--- src/rtl/ahb_apb_bridge_mp.sv ---
// AHB-Lite slave to APB3 master bridge with NUM_SLAVES equal address windows above BASE_ADDR.
// Adds byte strobes, decode-miss / PSLVERR / PREADY-timeout ERROR responses.
module ahb_apb_bridge_mp #(
   parameter int unsigned            DATA_WIDTH     = 32,
   parameter int unsigned            ADDR_WIDTH     = 32,
   parameter int unsigned            NUM_SLAVES     = 8,
   parameter logic [ADDR_WIDTH-1:0]  BASE_ADDR      = 32'h0300_0000,
   parameter int unsigned            SLOT_LOG2      = 8,
   parameter int unsigned            TIMEOUT_CYCLES = 255
) (
   input  logic                             hclk_i,
   input  logic                             hreset_i,
   input  logic                             hsel_i,
   input  logic [ADDR_WIDTH-1:0]            haddr_i,
   input  logic [1:0]                       htrans_i,
   input  logic                             hwrite_i,
   input  logic [2:0]                       hsize_i,
   input  logic [DATA_WIDTH-1:0]            hwdata_i,
   input  logic                             hready_i,
   output logic [DATA_WIDTH-1:0]            hrdata_o,
   output logic                             hreadyout_o,
   output logic                             hresp_o,
   output logic [NUM_SLAVES-1:0]            psel_o,
   output logic [ADDR_WIDTH-1:0]            paddr_o,
   output logic                             penable_o,
   output logic                             pwrite_o,
   output logic [DATA_WIDTH-1:0]            pwdata_o,
   output logic [DATA_WIDTH/8-1:0]          pstrb_o,
   input  logic [NUM_SLAVES*DATA_WIDTH-1:0] prdata_i,
   input  logic [NUM_SLAVES-1:0]            pready_i,
   input  logic [NUM_SLAVES-1:0]            pslverr_i
);

   typedef enum logic [2:0] {IDLE, SETUP, ACCESS, ERR1, ERR2} state_t;

   localparam logic [15:0] TO_LAST = 16'((TIMEOUT_CYCLES == 0) ? 0 : TIMEOUT_CYCLES - 1);

   state_t                  state_q, state_d;
   logic [ADDR_WIDTH-1:0]   paddr_q, paddr_d;
   logic                    pwrite_q, pwrite_d;
   logic [2:0]              hsize_q, hsize_d;
   logic [3:0]              idx_q, idx_d;
   logic [15:0]             timer_q, timer_d;

   logic [ADDR_WIDTH-1:0]   offset, idx_full;
   logic                    valid, miss, accept, done;
   logic                    sel_rdy, sel_err;
   logic [DATA_WIDTH-1:0]   sel_rdata;

   assign valid    = hsel_i & htrans_i[1] & hready_i;
   assign offset   = haddr_i - BASE_ADDR;
   assign idx_full = offset >> SLOT_LOG2;
   assign miss     = (haddr_i < BASE_ADDR) || (idx_full >= ADDR_WIDTH'(NUM_SLAVES));

   always_comb begin
      psel_o = '0;
      if (state_q == SETUP || state_q == ACCESS) begin
         for (int unsigned i = 0; i < NUM_SLAVES; i++) begin
            psel_o[i] = (idx_q == 4'(i));
         end
      end
   end

   // Mux only the selected slave's response; others are ignored.
   always_comb begin
      sel_rdy   = 1'b0;
      sel_err   = 1'b0;
      sel_rdata = '0;
      for (int unsigned i = 0; i < NUM_SLAVES; i++) begin
         if (psel_o[i]) begin
            sel_rdy   = sel_rdy | pready_i[i];
            sel_err   = sel_err | pslverr_i[i];
            sel_rdata = sel_rdata | prdata_i[i*DATA_WIDTH +: DATA_WIDTH];
         end
      end
   end

   assign done   = (state_q == ACCESS) && sel_rdy && !sel_err;
   assign accept = valid && (state_q == IDLE || state_q == ERR2 || done);

   always_comb begin
      state_d  = state_q;
      paddr_d  = paddr_q;
      pwrite_d = pwrite_q;
      hsize_d  = hsize_q;
      idx_d    = idx_q;
      timer_d  = timer_q;

      hreadyout_o = 1'b1;
      hresp_o     = 1'b0;
      penable_o   = 1'b0;
      hrdata_o    = '0;

      case (state_q)
         IDLE: begin
            state_d = IDLE;
         end
         SETUP: begin
            hreadyout_o = 1'b0;
            timer_d     = '0;
            state_d     = ACCESS;
         end
         ACCESS: begin
            penable_o   = 1'b1;
            hreadyout_o = done;
            if (done) begin
               state_d = IDLE;
               if (!pwrite_q) hrdata_o = sel_rdata;
            end else if (sel_rdy) begin
               state_d = ERR1;
            end else if (TIMEOUT_CYCLES != 0 && timer_q == TO_LAST) begin
               state_d = ERR1;
            end else if (TIMEOUT_CYCLES != 0) begin
               timer_d = timer_q + 16'd1;
            end
         end
         ERR1: begin
            hresp_o     = 1'b1;
            hreadyout_o = 1'b0;
            state_d     = ERR2;
         end
         ERR2: begin
            hresp_o = 1'b1;
            state_d = IDLE;
         end
         default: state_d = IDLE;
      endcase

      if (accept) begin
         paddr_d  = haddr_i;
         pwrite_d = hwrite_i;
         hsize_d  = hsize_i;
         idx_d    = idx_full[3:0];
         state_d  = miss ? ERR1 : SETUP;
      end
   end

   always_ff @(posedge hclk_i or negedge hreset_i) begin
      if (!hreset_i) begin
         state_q  <= IDLE;
         paddr_q  <= '0;
         pwrite_q <= 1'b0;
         hsize_q  <= '0;
         idx_q    <= '0;
         timer_q  <= '0;
      end else begin
         state_q  <= state_d;
         paddr_q  <= paddr_d;
         pwrite_q <= pwrite_d;
         hsize_q  <= hsize_d;
         idx_q    <= idx_d;
         timer_q  <= timer_d;
      end
   end

   assign paddr_o  = paddr_q;
   assign pwrite_o = pwrite_q;

   always_comb begin
      pwdata_o = '0;
      pstrb_o  = '0;
      if (pwrite_q && (state_q == SETUP || state_q == ACCESS)) begin
         pwdata_o = hwdata_i;
         case (hsize_q)
            3'd0:    pstrb_o = 4'b0001 << paddr_q[1:0];
            3'd1:    pstrb_o = 4'b0011 << {paddr_q[1], 1'b0};
            default: pstrb_o = 4'hF;
         endcase
      end
   end

endmodule

--- config.mk ---
export PLATFORM = sky130hd
export DESIGN_NAME = ahb_apb_bridge_mp
export DESIGN_NICKNAME = d
export VERILOG_FILES = /design/src/rtl/ahb_apb_bridge_mp.sv
export SDC_FILE = /design/constraint.sdc
export NUM_CORES = 1
export LEC_CHECK = 0
export CAP_MARGIN = 20
export CORE_AREA = 2 2 178 180
export DETAILED_ROUTE_END_ITERATION = 6
export DIE_AREA = 0 0 180 182
export HOLD_SLACK_MARGIN = 0.12
export PLACE_DENSITY_LB_ADDON = 0.3
export SYNTH_ARGS = -nofsm -noshare
export SYNTH_HDL_FRONTEND = slang
export SYNTH_SLANG_ARGS = --single-unit
--- constraint.sdc ---
create_clock -name hclk_i -period 4.2 [get_ports hclk_i]
set_input_delay 1.26 -clock hclk_i [delete_from_list [all_inputs] [get_ports hclk_i]]
set_output_delay 1.26 -clock hclk_i [all_outputs]
set_load 0.05 [all_outputs]
==> flow_summary_export.csv <==
group,metric,value,unit
run_status,status,"complete, but fails checks",
run_status,violations,"setup timing",
synthesis,ys_types,50,
floorplanning,die_h,182,um
placement,place_area,10300,um2
clock_tree,cts_root_buf,"clkbuf_16",
routing,drc_errors,0,
routing,wire_per_inst,22.0,um
synthesis,synth_edf_count,0,
flow_run,cap_violations,0,
routing,num_vias,6133,
pwr,p_leak,0.00390,uW
finish,stdcell_count,1338,
finish,drive_above_1_share,0.239,
finish,area_growth,141,%
placement,gp_congestion,0.853,
routing,drtPass1Iterations,4,
timing,grt_setup_unrepaired,"true",
routing,ant_nets,0,
pwr,p_per_area,520,nW/um2
setup_path,crit_arrival,2.95,ns
finish,final_common_cell,"clkdlybuf4s50_1",
synthesis,ys.warnings.count,0,
clock_tree,clock_path_buffers,2,
floorplanning,fp.dieArea,32800,um2
timing,hold_violations,0,
finish,nNetsFinal,1276,
timing,skew,0.00951,ns
routing,top_layer,"met4",
setup_path,reg2regPathDepth,9,
grt,grt_pass1_wl,42100,um
hold_path,whs_path_depth,1,
setup_path,end_kind,"output port",
setup_path,ff2ff_setup_slack,1.25,ns
placement,portBuffers,456,
timing,fin_crit,4.21,ns
timing,setup_slack,-0.00783,ns
hold_path,hp-class,"flop to flop",
synthesis,synth.area.top_cells,"dfrtp_1 (31%), a22oi_1 (11%), a221oi_1 (6.2%)",
placement,dp_hpwl,23600,um
clock_tree,ctsHoldBuffers,0,
synthesis,yosysTopAreaCell,"dfrtp_1",
hold_path,min-delay-start,"paddr_o[3]",
floorplanning,initial_core_util,0.145,
synthesis,ys_ff_latch,55,
clock_tree,cts-buffers-inserted,5,
synthesis,ys_dominant_reg_cell,"dfrtp_1",
setup_path,path_class,"input pin to output port",
synthesis,synth_top_area_frac,0.307,
clock_tree,insertion_delay,0.30,ns
hold_path,min_to,"paddr_o[3]",
floorplanning,core-area,31000,um2
setup_path,cp.required,2.94,ns
timing,worst_slew_pin_slew,1.09,ns
clock_tree,path_clk_slew,0.07,ns
synthesis,syn_nets,827,
grt,grt_use_total,0.170,
routing,totalWireLength,29500,um
grt,antenna_found_initial,7,
floorplanning,top_level_ports,458,
timing,drv_slew,0,
routing,detailroute.wirelength.met3,2300,um
routing,met2_length,14900,um
clock_tree,cts_sinks,55,
setup_path,start_kind,"input pin",
synthesis,syn_area_per_cell,9.37,um2
synthesis,syn_inst,479,
routing,vias_per_cell,4.58,
placement,dp_cells,1319,
timing,max-slew-margin-rel,0.272,
synthesis,async_flop_share,1.00,
pwr,ir_worst_vdd,0.424,mV
setup_path,worstReg2RegStart,"paddr_o[9]",
floorplanning,num_rows,65,
finish,fin_area,10800,um2
synthesis,netlist_area,4490,um2
clock_tree,cts_tree,"done",
timing,setup_violations,1,
grt,grt_pass1_vias,6217,
floorplanning,die_width,180,um
finish,fill_cells,3144,
routing,drt_iter0_markers,243,
clock_tree,htree_levels,2,
synthesis,seq_area_frac_synth,0.307,
grt,overflow,0,
routing,wl_met1,12000,um
grt,grt_start_max_net_pins,35,
setup_path,crit_fanout,2,
pwr,p_total,5630,uW
timing,fmax,238,MHz
placement,pre_cts_ws,-0.455,ns
finish,most-common-layout-cells,"clkdlybuf4s50_1 (364), a22oi_1 (64), dfrtp_1 (55)",
setup_path,reg2reg_to,"paddr_o[12]",
timing,final_min_period_over_clock_period,1.00,
finish,fin_util,0.349,
==> metrics by stage <==
step                TNS (ns)  hold WS (ns)
floorplan                  0         0.481
global placement      -14.61         0.489
detailed placement    -13.93         0.493
CTS                    -1.07         0.513
global route         -0.0470         0.530
finish              -0.00783         0.507
==> worst max-delay path by stage <==
stage	startpoint	endpoint	slack [ns]
after floorplan	pready_i[7]	hrdata_o[10]	0.01
after global placement	pslverr_i[5]	hrdata_o[0]	-0.48
after detailed placement	pslverr_i[5]	hrdata_o[0]	-0.46
after CTS	pready_i[6]	hrdata_o[1]	-0.08
after global routing	pready_i[6]	hreadyout_o	-0.03
final	pready_i[6]	hreadyout_o	-0.008
==> cell families after synthesis <==
family          count (synthesis)  synth area share
mux                            42             0.122
buf+inv                        54            0.0569
xor+xnor                       15            0.0293
compound gates                183             0.315
simple gates                  128             0.165
flops                          55             0.307
fa+ha+maj                       2           0.00557
==> sequential cells by signal, indices dropped and copies added, names as in the netlist <==
register / cells
paddr_o: 32
state_q: 3
pwrite_o: 1
hsize_q: 3
timer_q: 16
==> power by group <==
group	switching, uW	leakage [uW]	internal, uW	total (uW)
Clock	201	0.0000740	222	423
Sequential	196	0.000691	732	928
Combinational	2570	0.00314	1700	4280
==> synth_stat cells, types with 3 or more instances <==
cell type  count
nor3b_1        3
or3_1          3
clkbuf_1      38
dfrtp_1       55
and3_1        33
a21oi_1        5
mux2_2        18
a22o_1        32
nor4_2         3
nand2_1       13
nor4_1         9
a221oi_1      32
xnor2_1       15
a21o_1         3
inv_1          6
nor2_1        22
a31oi_1       32
buf_1          4
mux2_4        18
a22oi_1       64
mux2i_1        5
nand4_1        4
o21ai_0        5
nand3_1        6
nor3_1        16
==> critical path: stages <==
cell     delay, ns
buf_6         0.09
mux4_2        0.50
o211a_4       0.25
and3_4        0.16
buf_6         0.13
or3_4         0.38
buf_8         0.16
==> area by class of cell <==
cell class	count	area (um2)	area share
inverters	6	22.5	0.00208
repair buffers	490	5300	0.489
flip-flops and latches	55	1380	0.127
diodes	7	17.5	0.00162
clock buffers	5	125	0.0116
multi-input cells	370	3460	0.320
clock inverters	3	18.8	0.00173
well taps	402	503	0.0465
==> metal layers <==
layer  GRT usage  up-vias
met5           0        -
met4      0.0364        0
met3      0.0421       18
met2       0.301      309
met1       0.207     2956
li1            -     2850
==> repair_timing <==
item                       4_1_cts  5_1_grt
pin swaps                        9        7
resized for setup               63       30
gates cloned                     2        0
setup buffers                    4        0
setup endpoints to repair       33       33
hold endpoints to repair         0        0
(Power assumes the default switching activity.)
